<file path="config.mk">
export PLATFORM = sky130hd
export DESIGN_NAME = spi_controller
export DESIGN_NICKNAME = d
export VERILOG_FILES = /design/src/rtl/spi_controller.sv
export SDC_FILE = /design/constraint.sdc
export NUM_CORES = 1
export LEC_CHECK = 0
export CAP_MARGIN = 0
export CORE_MARGIN = 3
export CORE_UTILIZATION = 35
export CTS_BUF_LIST = sky130_fd_sc_hd__clkbuf_8
export DETAILED_ROUTE_END_ITERATION = 16
export DONT_BUFFER_PORTS = 1
export GPL_TIMING_DRIVEN = 0
export MAX_ROUTING_LAYER = met4
export SETUP_SLACK_MARGIN = 0.4
export SYNTH_ARGS = -nofsm -noshare
export SYNTH_HDL_FRONTEND = slang
export SYNTH_SLANG_ARGS = --single-unit
</file>
<file path="constraint.sdc">
create_clock -name clk -period 2.17 [get_ports clk]
set_clock_uncertainty 0.05 [all_clocks]
set_input_delay 0.217 -clock clk [delete_from_list [all_inputs] [get_ports clk]]
set_output_delay 0.217 -clock clk [all_outputs]
set_load 0.02 [all_outputs]
</file>
<file path="src/rtl/spi_controller.sv">
// Burst sequencer for one spiUnit: config latch, divider tick, chip selects, TX/RX streams.
// Optional SPI_CONTROLLER_COMPARE_EN adds a loopback compare flag on compareError.
module spi_controller #(
    parameter int DATAWIDTH = 8,
    parameter int DIVWIDTH  = 16,
    parameter int LENWIDTH  = 8,
    parameter int CSCOUNT   = 4
) (
    input  logic                       clk,
    input  logic                       reset,
    input  logic                       start,
    input  logic [LENWIDTH-1:0]        length,
    input  logic [$clog2(CSCOUNT)-1:0] csSelect,
    input  logic [DIVWIDTH-1:0]        clockDivider,
    input  logic                       cpol,
    input  logic                       cpha,
    input  logic                       msbFirst,
    input  logic                       abort,
    input  logic [DATAWIDTH-1:0]       txData,
    input  logic                       txValid,
    output logic                       txReady,
    output logic [DATAWIDTH-1:0]       rxData,
    output logic                       rxValid,
    output logic                       busy,
    output logic                       done,
    output logic                       aborted,
    output logic [CSCOUNT-1:0]         cs_n,
    output logic                       unitClockPolarity,
    output logic                       unitClockPhase,
    output logic                       unitDataDirection,
    output logic                       unitFinalCycle,
    output logic [DATAWIDTH-1:0]       unitDataRegIn,
    output logic                       unitTransmitReady,
    input  logic [DATAWIDTH-1:0]       unitDataReg,
    input  logic                       unitCoreWrite,
    input  logic                       unitCoreRead,
    input  logic                       unitIdle,
    output logic                       compareError
);

    typedef enum logic [2:0] {
        IDLE,
        SETUP,
        LOAD,
        SHIFT,
        HOLD,
        DONE
    } stateT;

    stateT               state;
    logic [DIVWIDTH-1:0] divCnt;
    logic [DIVWIDTH-1:0] divLatched;
    logic [LENWIDTH-1:0] wordCnt;
    logic                abortPending;
    logic                idleSeen;
    logic                startAccept;

    assign startAccept    = (state == IDLE) && start && (length != '0);
    assign unitFinalCycle = (state != IDLE) && (divCnt == divLatched);
    // abort wins over a same-cycle word so nothing is shifted after it
    assign txReady        = (state == LOAD) && !unitTransmitReady && !abort;

    always_ff @(posedge clk or posedge reset) begin
        if (reset) begin
            divCnt <= '0;
        end else if (state == IDLE) begin
            divCnt <= '0;
        end else if (unitFinalCycle) begin
            divCnt <= '0;
        end else begin
            divCnt <= divCnt + DIVWIDTH'(1);
        end
    end

    always_ff @(posedge clk or posedge reset) begin
        if (reset) begin
            state             <= IDLE;
            divLatched        <= '0;
            wordCnt           <= '0;
            abortPending      <= 1'b0;
            idleSeen          <= 1'b0;
            busy              <= 1'b0;
            done              <= 1'b0;
            aborted           <= 1'b0;
            rxValid           <= 1'b0;
            rxData            <= '0;
            cs_n              <= '1;
            unitClockPolarity <= 1'b0;
            unitClockPhase    <= 1'b0;
            unitDataDirection <= 1'b0;
            unitDataRegIn     <= '0;
            unitTransmitReady <= 1'b0;
        end else begin
            done    <= 1'b0;
            rxValid <= 1'b0;
            unique case (state)
                IDLE: begin
                    if (startAccept) begin
                        divLatched        <= clockDivider;
                        wordCnt           <= length;
                        unitClockPolarity <= cpol;
                        unitClockPhase    <= cpha;
                        unitDataDirection <= ~msbFirst;
                        cs_n              <= ~(CSCOUNT'(1) << csSelect);
                        busy              <= 1'b1;
                        aborted           <= 1'b0;
                        abortPending      <= 1'b0;
                        idleSeen          <= 1'b0;
                        state             <= SETUP;
                    end
                end
                SETUP: begin
                    if (abort) begin
                        aborted <= 1'b1;
                        state   <= HOLD;
                    end else if (unitFinalCycle) begin
                        state <= LOAD;
                    end
                end
                LOAD: begin
                    if (!unitTransmitReady) begin
                        if (abort) begin
                            aborted <= 1'b1;
                            state   <= HOLD;
                        end else if (txValid) begin
                            unitDataRegIn     <= txData;
                            unitTransmitReady <= 1'b1;
                        end
                    end else begin
                        if (abort) begin
                            abortPending <= 1'b1;
                            aborted      <= 1'b1;
                        end
                        if (unitCoreWrite) begin
                            unitTransmitReady <= 1'b0;
                            state             <= SHIFT;
                        end
                    end
                end
                SHIFT: begin
                    if (abort) begin
                        abortPending <= 1'b1;
                        aborted      <= 1'b1;
                    end
                    if (unitCoreRead) begin
                        rxData  <= unitDataReg;
                        rxValid <= 1'b1;
                        wordCnt <= wordCnt - LENWIDTH'(1);
                        if (wordCnt == LENWIDTH'(1) || abortPending || abort) begin
                            state <= HOLD;
                        end else begin
                            state <= LOAD;
                        end
                    end
                end
                HOLD: begin
                    // one full tick after the unit goes idle before releasing CS
                    if (!idleSeen) begin
                        if (unitIdle) idleSeen <= 1'b1;
                    end else if (unitFinalCycle) begin
                        cs_n  <= '1;
                        state <= DONE;
                    end
                end
                DONE: begin
                    done  <= 1'b1;
                    busy  <= 1'b0;
                    state <= IDLE;
                end
                default: state <= IDLE;
            endcase
        end
    end

`ifdef SPI_CONTROLLER_COMPARE_EN
    logic [DATAWIDTH-1:0] lastTx;

    always_ff @(posedge clk or posedge reset) begin
        if (reset) begin
            lastTx       <= '0;
            compareError <= 1'b0;
        end else begin
            if (startAccept) compareError <= 1'b0;
            if (txValid && txReady) lastTx <= txData;
            if (state == SHIFT && unitCoreRead && unitDataReg != lastTx) begin
                compareError <= 1'b1;
            end
        end
    end
`else
    assign compareError = 1'b0;
`endif

endmodule

</file>
-- Yosys cells after proc, flatten, opt, wreduce, memory -nomap -nowiden
Index checks and enable logic that the tools add are counted.
- input port bits: 53
- bits in registers: 73
- output and inout bits: 31
- mux-type cells: 38
- equal/unequal tests: 16
- bitwise logic cells: 4
- shift operators: 1
- reductions and logical operators: 28
- $add $sub $neg: 2
- operators with widths (operator ; number):
    16-bit 2-to-1 mux ; 2
    3-bit 2-to-1 mux ; 10
    16-bit by 1-bit adder with 16-bit output (second input constant) ; 1
    16-bit equality test ; 1
    8-bit 2-to-1 mux ; 2
    8-bit one-hot mux with 2 select lines ; 1
    3-bit one-hot mux with 5 select lines ; 1
    1-bit 2-to-1 mux ; 14
    4-bit 2-to-1 mux ; 3
    2-bit != test (second input constant) ; 5
    3-bit != test (second input constant) ; 3
    3-bit AND reduction ; 3
    8-bit by 1-bit equality test with 1-bit output (second input constant) ; 1
    4-bit one-hot mux with 2 select lines ; 1
    2-bit AND reduction ; 4
    4-bit AND reduction ; 2
    2-bit nonzero test ; 4
    8-bit nonzero test ; 1
    8-bit by 1-bit subtractor with 8-bit output (second input constant) ; 1
    7-bit AND reduction ; 1
    3-bit by 2-bit equality test with 1-bit output (second input constant) ; 2
    3-bit equality test (second input constant) ; 2
    1-bit one-hot mux with 2 select lines ; 3
    3-bit nonzero test ; 2
    11 further kinds ; 19

-- Depth between registers and ports, before layout
- depth after elaboration: 6
- gate-level depth with buffers: 7

-- Worst setup path before layout
Ideal clock, no wire load.
- kind: register to register
- from: reg divCnt[11]
- to: reg cs_n[0]
- setup slack: 0.127 ns
- clock period less this slack: 2.043 ns
- data arrival time: 1.912 ns
- stages on the path, launching flop included: 7
- required time: 2.038 ns
- path through: dfrtp_1 > xor2_1 > nor4_1 > nand4b_1 > nor4_2 > nor2_1 > a211o_1
- word-level cells in the longest chain between the ends: 4
- ends and longest elaborated chain (element ; line ; source):
    from (decl) ; 51 ; logic [DIVWIDTH-1:0] divCnt;
    from (signal assigned) ; 71 ; divCnt <= divCnt + DIVWIDTH'(1);
    16-bit equality test ; 59 ; assign unitFinalCycle = (state != IDLE) && (divCnt == divLatched);
    1-bit logical AND ; 59 ;
    via unitFinalCycle ; 31 ; output logic unitFinalCycle,
    2-bit != test (no source line) ; n/a ;
    4-bit AND reduction (no source line) ; n/a ;
    to (signal assigned) ; 104 ; cs_n <= ~(CSCOUNT'(1) << csSelect);
    to (decl) ; 27 ; output logic [CSCOUNT-1:0] cs_n,
The timed path passes the listed nets, and every way through them passes these cells.
A chain may end at the register's enable or synchronous reset.

-- Final worst setup path
- from: reg divCnt[11]
- to: out unitFinalCycle
- word-level cells in the longest chain between the ends: 2
- ends and longest elaborated chain (element ; line):
    16-bit equality test ; 59
    1-bit logical AND ; 59
    to (decl) ; 31
No other way between the ends.

==> run metrics <==
run status=complete, no violations; Gate Count Post-Synth=~330; via count of the first global-routing pass=2873; final critical-path share of the clock period=97.8%; path type of the worst setup path=reg -> out; # rows=36; wire length per cell=between 15 and 20 um; max-cap violations=0; global-route wire length before repair=14500 um; CP Cell Sequence=xor2_2, nor4_2, nand4b_1, nor4_4; most frequent cells after synthesis=69 x sky130_fd_sc_hd__dfrtp_1, 34 x sky130_fd_sc_hd__mux2_2, 29 x sky130_fd_sc_hd__nor2_1; remaining design rule violation count=0; startpoint type of the worst setup path=register; cell taking the most area after synthesis=sky130_fd_sc_hd__dfrtp_1; layout cells sized above 1=29.9%; dominant delay contributor by cell family on the critical path=simple AND/OR/NAND/NOR gates; Root Buffer Master=sky130_fd_sc_hd__clkbuf_8; Post-synth EDFFs=0; total number of clock tree sinks=73; WP data required=1.90 ns; global router's overall resource usage=16.4%; Yosys cell types=52; die width=107 um; most numerous cell in the Yosys netlist=sky130_fd_sc_hd__dfrtp_1; total power after layout=6.27 mW; YS warnings=0; power density over the cells=1320 mW/mm2; antenna cells=0; highest metal used=met4; number of nets still failing antenna checks after routing=0; Starting Density=36.4%; routed metal-1 wirelength=3930 um; Fin. Hold Viols=0; routed wire length=9010 um; maximum cell stage delay along the critical path=0.48 ns; ranking of synthesized cells by area=sky130_fd_sc_hd__dfrtp_1 48%, sky130_fd_sc_hd__mux2_2 11%, sky130_fd_sc_hd__xor2_1 4.9%; Data arrival, critical path=approximately 1.9 ns; Hold Startpoint=length[3]; top flip-flop cell by instance count after synthesis=sky130_fd_sc_hd__dfrtp_1; FFs w/ async S/R, synth=100%; maximum buffer depth of the clock tree=2; die height=roughly 110 um; net count of the finished layout=460; global placer's final weighted congestion=0.854; count of non-filler cells in the finished layout=roughly 540; area share of the largest cell type after synthesis=47.9%; P_leak=between 2 and 2.5 nW; worst reg-to-reg setup slack=0.12 ns; Avg Synthesized Cell Area=10.9 um2; Least-Margin Pin Slew=0.854 ns; Hold Path End=wordCnt[3]; time the final worst path needs with I/O delays and setup=2.12 ns; remaining global-route overflow=0; number of optimization iterations in the first detailed-route pass=4; final slew viol count=0; die footprint=0.0115 mm2; unrepaired setup endpoints after global routing=yes; pin count of the biggest net entering global routing=39; cells on worst reg2reg path=6; amount of wire on met2 after detailed routing=4500 um; worst min path class=in -> reg; DR vias=2787; buffers added on ports=0; Hold Slack=0.0273 ns; number of H-tree levels=3; Iter 0 DRT Violations=138; met3 wire length=417 um; number of buffers added by the clock tree synthesis step=9; Ports=84; clock-pin slew reported for the worst setup and hold paths after clock tree synthesis=0.08 ns; Post-Synthesis Cell Area=0.00360 mm2; highest fanout seen on the critical path=2; half-perimeter wire length after detailed placement=~6000 um; worst slew margin relative to its limit=42.9%; Post-Place Cells=466; detail-routed via count per cell=slightly above 5; count of buffer and inverter cells on the critical path=0; initial antenna violation count=0; Crit-path slowest cell=sky130_fd_sc_hd__nor4_4; Std-Cell Core Area=0.00991 mm2; capture instance of the worst register-to-register path=cs_n[0]; Final setup viols=0; timing-limited maximum frequency=471 MHz; endpoint type of the worst setup path=primary output; register bit total from synthesis=73; part of the Yosys area used for sequential elements=50.8%; Mapped Nets=388; Reg2Reg Launch Point=divCnt[11]; clock tree from TritonCTS=built; Worst IR Drop VDD=~0.00054 V; Hold Path Cell Cnt=2; latest clock arrival within the worst-skew pair=roughly 0.34 ns; cell area after layout=approximately 0.0048 mm2; Cell Area, Placed=0.00381 mm2; P&R area growth vs syn=32.3%
-- sequential cells by signal (all words and copies together), names as in the netlist, 3 cells and up --
register       cells
cs_n               4
divCnt            16
divLatched        16
rxData             8
state              3
unitDataRegIn      8
wordCnt            8
-- area by class of cell --
class | count | area [um2]
Sequential cell | 73 | 1840
Clock inverter | 6 | 61.3
Clock buffer | 9 | 124
Fill cell | 940 | 5140
Buffer | 10 | 88.8
Inverter | 12 | 58.8
Multi-Input combinational cell | 238 | 1850
Timing Repair Buffer | 60 | 586
Tap cell | 133 | 166
-- placed cells by master, fill, tap and decap left out, types with 3 or more instances in the layout --
cell type	synthesis	layout
sky130_fd_sc_hd__a211o_1	5	5
sky130_fd_sc_hd__a21oi_1	15	15
sky130_fd_sc_hd__a22oi_1	3	3
sky130_fd_sc_hd__a31oi_1	3	3
sky130_fd_sc_hd__and3_1	4	3
sky130_fd_sc_hd__buf_4	4	16
sky130_fd_sc_hd__buf_6	0	11
sky130_fd_sc_hd__clkbuf_8	0	9
sky130_fd_sc_hd__dfrtp_1	69	65
sky130_fd_sc_hd__dfrtp_2	0	4
sky130_fd_sc_hd__dfstp_2	4	4
sky130_fd_sc_hd__dlygate4sd3_1	0	40
sky130_fd_sc_hd__ha_1	3	3
sky130_fd_sc_hd__inv_1	10	10
sky130_fd_sc_hd__mux2_2	34	26
sky130_fd_sc_hd__mux2_4	0	8
sky130_fd_sc_hd__nand2_1	27	23
sky130_fd_sc_hd__nand2_2	1	3
sky130_fd_sc_hd__nand2_4	0	3
sky130_fd_sc_hd__nand3_1	11	11
sky130_fd_sc_hd__nand4_1	4	4
sky130_fd_sc_hd__nor2_1	29	27
sky130_fd_sc_hd__nor2b_1	4	3
sky130_fd_sc_hd__nor3_1	8	7
sky130_fd_sc_hd__nor4_2	3	4
sky130_fd_sc_hd__o21ai_0	14	14
sky130_fd_sc_hd__xnor2_1	8	7
sky130_fd_sc_hd__xor2_1	20	18
-- worst max path at each step --
stage                   from                to  depth (start not counted)
2_1_floorplan      divCnt[9]           cs_n[0]                          6
3_3_place_gp       divCnt[3]        divCnt[13]                          6
3_5_place_dp        state[2]  unitDataRegIn[0]                          5
4_1_cts        divLatched[9]    unitFinalCycle                          4
5_1_grt           divCnt[11]    unitFinalCycle                          4
6_report          divCnt[11]    unitFinalCycle                          4
-- per-stage QoR --
step           TNS, ns  setup WS (ns)  utilization, %
2_1_floorplan        0          0.378               -
3_3_place_gp         0          0.146            38.3
3_5_place_dp         0          0.125            38.5
4_1_cts              0         0.0414            46.2
5_1_grt        -0.0511        -0.0511            48.1
6_report             0         0.0481            48.1
-- kinds of logic after synthesis --
group,after synthesis,synth area share (%)
simple gates,109,15.6
flops,73,50.8
compound gates,60,11.6
mux,36,11.2
xor+xnor,28,6.81
buf+inv,22,2.85
fa+ha+maj,3,1.04
other cells,1,0.104
-- power by group --
| group | leakage (nW) | internal (mW) | total (mW) | switching, mW |
|---|---|---|---|---|
| clock | 0.100 | 0.521 | 1.03 | 0.507 |
| sequential | 0.903 | 1.93 | 2.71 | 0.776 |
| combinational | 1.05 | 1.29 | 2.54 | 1.25 |
-- metal layers --
metal / global-route usage (%) / vias to the layer above
li1: - / 1330
met1: 20.9 / 1367
met2: 26.1 / 76
met3: 4.02 / 14
met4: 5.14 / 0
met5: - / -
-- worst reg2reg max path: cells and delay by family, from the launching register on --
kind / cells / cell delay (ns)
AND/OR/NAND/NOR: 4 / 1.04
XOR/XNOR: 1 / 0.19
AO/OA/AOI/OAI: 1 / 0.29
flip-flops: 1 / 0.41
-- what timing repair did --
item                       in CTS  in global routing
setup buffers                  11                  7
setup endpoints to repair      59                 58
gates cloned                    1                  1
hold buffers                   40                  0
gates resized for setup        25                 36
pin swaps                      12                 11
hold endpoints to repair       77                  0
No activity file was read; power rests on OpenSTA's default activity.
